<file path="src/rtl/div_ctrl_if.sv">
// -----------------------------------------------------------------------------
// div_ctrl_if
// Request/response bundle between the EX stage (master) and the divide
// sequencer (slave).
//   signed_div_i  1 = DIV (two's complement), 0 = DIVU
//   opdata1_i     dividend
//   opdata2_i     divisor
//   start_i       request, held by EX until ready_o is seen
//   annul_i       abort the operation in flight (flush)
//   result_o      {remainder, quotient} for HI/LO
//   ready_o       result valid
//   stall_o       pipeline stall request
// -----------------------------------------------------------------------------
interface div_ctrl_if;
  logic        signed_div_i;
  logic [31:0] opdata1_i;
  logic [31:0] opdata2_i;
  logic        start_i;
  logic        annul_i;
  logic [63:0] result_o;
  logic        ready_o;
  logic        stall_o;

  modport master (
    output signed_div_i, opdata1_i, opdata2_i, start_i, annul_i,
    input  result_o, ready_o, stall_o
  );

  modport slave (
    input  signed_div_i, opdata1_i, opdata2_i, start_i, annul_i,
    output result_o, ready_o, stall_o
  );
endinterface

</file>
<file path="src/rtl/div_ctrl.sv">
// -----------------------------------------------------------------------------
// div_ctrl
// Multi-cycle divide sequencer beside EX. A DIV/DIVU request is latched in
// IDLE, divided by 32 iterations of radix-2 restoring division (one per
// cycle), sign-corrected, and presented as {remainder, quotient}. The pipeline
// is stalled from the accepting cycle until the result is ready.
// Ports:
//   clk  rising-edge clock
//   rst  asynchronous active-low reset
//   bus  div_ctrl_if.slave (operands, start/annul in; result/ready/stall out)
// -----------------------------------------------------------------------------
module div_ctrl (
  input  logic       clk,
  input  logic       rst,
  div_ctrl_if.slave  bus
);

  typedef enum logic [1:0] {
    S_IDLE    = 2'd0,
    S_BY_ZERO = 2'd1,
    S_ON      = 2'd2,
    S_END     = 2'd3
  } state_t;

  state_t      state_q;
  logic [4:0]  cnt_q;
  logic [31:0] r_q;       // partial remainder
  logic [31:0] q_q;       // dividend magnitude shifting out, quotient shifting in
  logic [31:0] dvsr_q;    // divisor magnitude
  logic        neg_a_q;   // dividend was negative (signed op only)
  logic        neg_b_q;   // divisor was negative (signed op only)
  logic [63:0] result_q;
  logic        ready_q;

  function automatic logic [31:0] negate(input logic [31:0] v);
    return ~v + 32'd1;
  endfunction

  // One restoring step. The borrow out of the 33-bit subtraction tells
  // whether the trial value was below the divisor.
  logic [32:0] trial;
  logic [32:0] diff;
  logic        fits;
  logic [31:0] r_d;
  logic [31:0] q_d;
  logic [31:0] quo_fix;
  logic [31:0] rem_fix;

  assign trial   = {r_q, q_q[31]};
  assign diff    = trial - {1'b0, dvsr_q};
  assign fits    = ~diff[32];
  assign r_d     = fits ? diff[31:0] : trial[31:0];
  assign q_d     = {q_q[30:0], fits};
  // Sign flags are only ever set for DIV, so DIVU passes straight through.
  // -2^31 / -1 naturally wraps back to 0x80000000 here.
  assign quo_fix = (neg_a_q ^ neg_b_q) ? negate(q_d) : q_d;
  assign rem_fix = neg_a_q ? negate(r_d) : r_d;

  logic op1_neg;
  logic op2_neg;
  assign op1_neg = bus.signed_div_i & bus.opdata1_i[31];
  assign op2_neg = bus.signed_div_i & bus.opdata2_i[31];

  always_ff @(posedge clk or negedge rst) begin
    if (!rst) begin
      state_q  <= S_IDLE;
      cnt_q    <= 5'd0;
      r_q      <= 32'd0;
      q_q      <= 32'd0;
      dvsr_q   <= 32'd0;
      neg_a_q  <= 1'b0;
      neg_b_q  <= 1'b0;
      result_q <= 64'd0;
      ready_q  <= 1'b0;
    end else begin
      case (state_q)
        S_IDLE: begin
          ready_q  <= 1'b0;
          result_q <= 64'd0;
          if (bus.start_i && !bus.annul_i) begin
            neg_a_q <= op1_neg;
            neg_b_q <= op2_neg;
            q_q     <= op1_neg ? negate(bus.opdata1_i) : bus.opdata1_i;
            dvsr_q  <= op2_neg ? negate(bus.opdata2_i) : bus.opdata2_i;
            r_q     <= 32'd0;
            cnt_q   <= 5'd0;
            state_q <= (bus.opdata2_i == 32'd0) ? S_BY_ZERO : S_ON;
          end
        end

        S_BY_ZERO: begin
          result_q <= 64'd0;
          if (bus.annul_i) begin
            ready_q <= 1'b0;
            state_q <= S_IDLE;
          end else begin
            ready_q <= 1'b1;
            state_q <= S_END;
          end
        end

        S_ON: begin
          if (bus.annul_i) begin
            ready_q  <= 1'b0;
            result_q <= 64'd0;
            cnt_q    <= 5'd0;
            state_q  <= S_IDLE;
          end else begin
            r_q   <= r_d;
            q_q   <= q_d;
            cnt_q <= cnt_q + 5'd1;
            if (cnt_q == 5'd31) begin
              result_q <= {rem_fix, quo_fix};
              ready_q  <= 1'b1;
              state_q  <= S_END;
            end
          end
        end

        S_END: begin
          // Holding start keeps the result up; no restart from here.
          if (!bus.start_i) begin
            ready_q  <= 1'b0;
            result_q <= 64'd0;
            state_q  <= S_IDLE;
          end
        end

        default: state_q <= S_IDLE;
      endcase
    end
  end

  assign bus.result_o = result_q;
  assign bus.ready_o  = ready_q;
  // Gated by rst so the stall drops immediately when reset is asserted.
  assign bus.stall_o  = rst & (
                          ((state_q == S_IDLE) && bus.start_i && !bus.annul_i) ||
                          ((state_q == S_BY_ZERO) && !bus.annul_i) ||
                          ((state_q == S_ON) && !bus.annul_i));

endmodule
</file>
<file path="src/flat_wrapper.sv">
// flat-port wrapper written by rule: the top's interface ports become plain ports
module div_ctrl_flat 
  (clk, rst, bus_signed_div_i, bus_opdata1_i, bus_opdata2_i, bus_start_i, bus_annul_i, bus_result_o, bus_ready_o, bus_stall_o);
  div_ctrl_if bus_i ();
  input  logic clk;
  input  logic rst;
  input wire logic [$bits(bus_i.signed_div_i)-1:0] bus_signed_div_i;
  input wire logic [$bits(bus_i.opdata1_i)-1:0] bus_opdata1_i;
  input wire logic [$bits(bus_i.opdata2_i)-1:0] bus_opdata2_i;
  input wire logic [$bits(bus_i.start_i)-1:0] bus_start_i;
  input wire logic [$bits(bus_i.annul_i)-1:0] bus_annul_i;
  output wire logic [$bits(bus_i.result_o)-1:0] bus_result_o;
  output wire logic [$bits(bus_i.ready_o)-1:0] bus_ready_o;
  output wire logic [$bits(bus_i.stall_o)-1:0] bus_stall_o;
  assign bus_i.signed_div_i = bus_signed_div_i;
  assign bus_i.opdata1_i = bus_opdata1_i;
  assign bus_i.opdata2_i = bus_opdata2_i;
  assign bus_i.start_i = bus_start_i;
  assign bus_i.annul_i = bus_annul_i;
  assign bus_result_o = bus_i.result_o;
  assign bus_ready_o = bus_i.ready_o;
  assign bus_stall_o = bus_i.stall_o;
  div_ctrl u_core (.clk(clk), .rst(rst), .bus(bus_i));
endmodule
</file>
<file path="config.mk">
export PLATFORM = sky130hd
export DESIGN_NAME = div_ctrl_flat
export DESIGN_NICKNAME = d
export VERILOG_FILES = /design/src/rtl/div_ctrl_if.sv /design/src/rtl/div_ctrl.sv /design/src/flat_wrapper.sv
export SDC_FILE = /design/constraint.sdc
export NUM_CORES = 1
export LEC_CHECK = 0
export ABC_AREA = 1
export BUFFER_PORTS_ARGS = -buffer_cell sky130_fd_sc_hd__buf_2
export CORE_MARGIN = 2
export CORE_UTILIZATION = 40
export DETAILED_ROUTE_END_ITERATION = 6
export PLACE_DENSITY_LB_ADDON = 0.05
export SETUP_SLACK_MARGIN = 0.5
export SLEW_MARGIN = 25
export SYNTH_ARGS = -nofsm -noshare
export SYNTH_HDL_FRONTEND = slang
export SYNTH_SLANG_ARGS = --single-unit
</file>
<file path="constraint.sdc">
create_clock -name clk -period 7.15 [get_ports clk]
set_input_delay 2.145 -clock clk [delete_from_list [all_inputs] [get_ports clk]]
set_output_delay 2.145 -clock clk [all_outputs]
set_load 0.01 [all_outputs]
</file>
==> impl_metrics.env <==
export IMPL_vias_per_cell=5.192
export IMPL_critPathLaunchType="input port"
export IMPL_syn_instance_count=1992
export IMPL_ctsResizeCount=0
export IMPL_grt_max_degree=72
export IMPL_drt_total_wl_mm=43.89
export IMPL_drc_errors=0
export IMPL_insertion_delay_ns=0.46
export IMPL_crit_slowest_cell="buf_4"
export IMPL_rsz0062_at_grt="no"
export IMPL_synth_edff_count=0
export IMPL_end_kind="primary output"
export IMPL_cts_buffers=17
export IMPL_ys_warn_count=0
export IMPL_fp_row_count=65
export IMPL_crit_family="buffers and inverters"
export IMPL_groute_usage_overall_pct=26.55
export IMPL_status="complete, no violations"
export IMPL_multi_input_area_sq_um=7405
export IMPL_critPathArrivalTime_ns=3.44
export IMPL_num_fill_cells=3364
export IMPL_num_vias=13050
export IMPL_ys_flop_type="dfrtp_1"
export IMPL_grt_pass1_wl_mm=68.50
export IMPL_critPathRequiredTime_ns=5.01
export IMPL_io_pin_count=135
export IMPL_fp_coreArea_sq_um=31720
export IMPL_critPathBufInv=6
export IMPL_slew_viol_final=0
export IMPL_syn_to_final_growth_pct=12.16
export IMPL_path_clk_slew_ns=0.07
export IMPL_r2r_slack_ns=1.99
export IMPL_worst_pin_slew_ns=0.8188
export IMPL_clock_sinks=170
export IMPL_hold_violations=0
export IMPL_dr_first_iter_drc_count=1015
export IMPL_layout_area_seq_sq_um=4254
export IMPL_min_path_type="reg2reg"
export IMPL_final_common_cell="nand2_1"
export IMPL_htreeDepth=4
export IMPL_tns_ns=0
export IMPL_syn_area_sq_um=12930
export IMPL_setup_viol=0
export IMPL_cts_hold_fix_buffers=0
export IMPL_clockRootBuffer="clkbuf_16"
export IMPL_dieArea_sq_um=33780
export IMPL_port_buffers=134
export IMPL_antenna_found_initial=1
export IMPL_mostFrequentLayoutCells="648 x nand2_1, 248 x inv_1, 177 x nor2_1"
export IMPL_die_w_um=183.8
export IMPL_synth_cell_types=51
export IMPL_cap_violations=0
export IMPL_start_util_pct=40.76
export IMPL_detail_route_wl_per_cell_um=17.47
export IMPL_syn_area_per_cell_sq_um=6.490
export IMPL_cpPeakStageDelay_ns=0.28
export IMPL_place_congestion=0.9049
export IMPL_finalNetCount=2212
export IMPL_synth_seq_cells=170
export IMPL_crit_type="in2out"
export IMPL_fin_skew_ns=0.01934
export IMPL_die_h_um=183.8
export IMPL_fmax_ghz=0.1790
export IMPL_syn_nets=2105
export IMPL_synthArstFlopShare_pct=100.0
export IMPL_period_needed_ns=5.586
export IMPL_fin_util_pct=45.72
export IMPL_layout_drive_gt1_share_pct=11.51
export IMPL_cts_path_max_buffers=2
export IMPL_cts_tree="yes"
export IMPL_drt_antenna_violating_nets=0
export IMPL_grt_overflow=0
export IMPL_ys_seq_area_share_pct=32.90
export IMPL_n_antenna_cell=0
export IMPL_path_max_fanout=54
export IMPL_hpwl_mm=33.68
export IMPL_finalCritPeriodShare_pct=78.12
export IMPL_first_global_vias=12220
export IMPL_relSlewSlack_pct=45.35
export IMPL_postCtsSetupBuffers=0
export IMPL_path_cells="buf_2 > inv_1 > nor3_2 > buf_4 > clkinv_1 > buf_4 > a21boi_0 > buf_2"
export IMPL_dr_pass1_iters=6
## final timing paths
| kind | endpoint | cells past startpoint | startpoint |
|---|---|---|---|
| setup / recovery | bus_stall_o | 8 | bus_start_i |
| hold / removal | u_core.bus.result_o[54] | 2 | u_core.bus.result_o[54] |
| setup reg to reg | u_core.bus.result_o[30] | 26 | u_core.q_q[31] |
| hold reg to reg | u_core.bus.result_o[54] | 2 | u_core.bus.result_o[54] |
| max in group asynchronous | u_core.dvsr_q[22] | 2 | rst |
| min in group asynchronous | u_core.r_q[23] | 1 | rst |
## tightest hold or removal path, cell delays in order, from the launching register on
cell	delay, ns
dfrtp_1	0.34
nand2_1	0.05
nand2_1	0.05
## cells in the mapped netlist (all sizes together) (15+ instances only)
master	n	area, sq um
nor2	188	743.2
buf	18	136.4
nand3	100	518.0
clkbuf	40	150.1
nand2	672	2610
ha	43	538.0
dfrtp	170	4254
xor2	34	297.8
inv	261	979.7
a21oi	87	454.2
xnor2	25	219.0
nor3	35	190.2
o211ai	15	112.6
o21ai	198	998.5
nand4	26	162.7
o22ai	27	168.9
## state kept, by name, indices dropped and copies added, names as in the netlist
signal               flops
u_core.cnt_q             5
u_core.dvsr_q           32
u_core.neg_a_q           1
u_core.state_q           2
u_core.bus.ready_o       1
u_core.r_q              32
u_core.neg_b_q           1
u_core.q_q              32
u_core.bus.result_o     64
## kinds of logic after synthesis
| group | count (synthesis) | share of synthesized area (%) |
|---|---|---|
| compound gates | 352 | 15.05 |
| xor+xnor | 59 | 3.997 |
| fa+ha+maj | 44 | 4.316 |
| buf+inv | 323 | 9.910 |
| flops | 170 | 32.90 |
| simple gates | 1044 | 33.82 |
## cell type report
type                       count  area share (%)
clock buffer                  19           2.985
clock inverter                12          0.9750
inverter                     265           6.859
multi-input combinational   1499           51.06
sequential                   170           29.34
tap                          402           3.469
timing repair buffer         146           5.315
## layer usage
metal	global-route usage, %	share of wire, %	up-vias
met2	42.23	45	375
met4	7.392	2.0	0
met3	3.903	5.0	41
met5	0	0	-
li1	-	-	6608
met1	37.56	48	6023
## metrics by stage
stage	instance area [sq um]	setup slack, ns	hold slack, ns	cells
floorplan	12930	1.560	0.4530	1992
global placement	13920	1.544	0.4609	2482
detailed placement	13920	1.575	0.4609	2482
finish	14500	1.564	0.4750	2513
CTS	14500	1.564	0.4798	2513
global route	14500	1.425	0.5026	2513
Power is left out: the tool's default activity adds up to more than one toggle a clock period on the data nets, which glitch-free logic cannot reach.
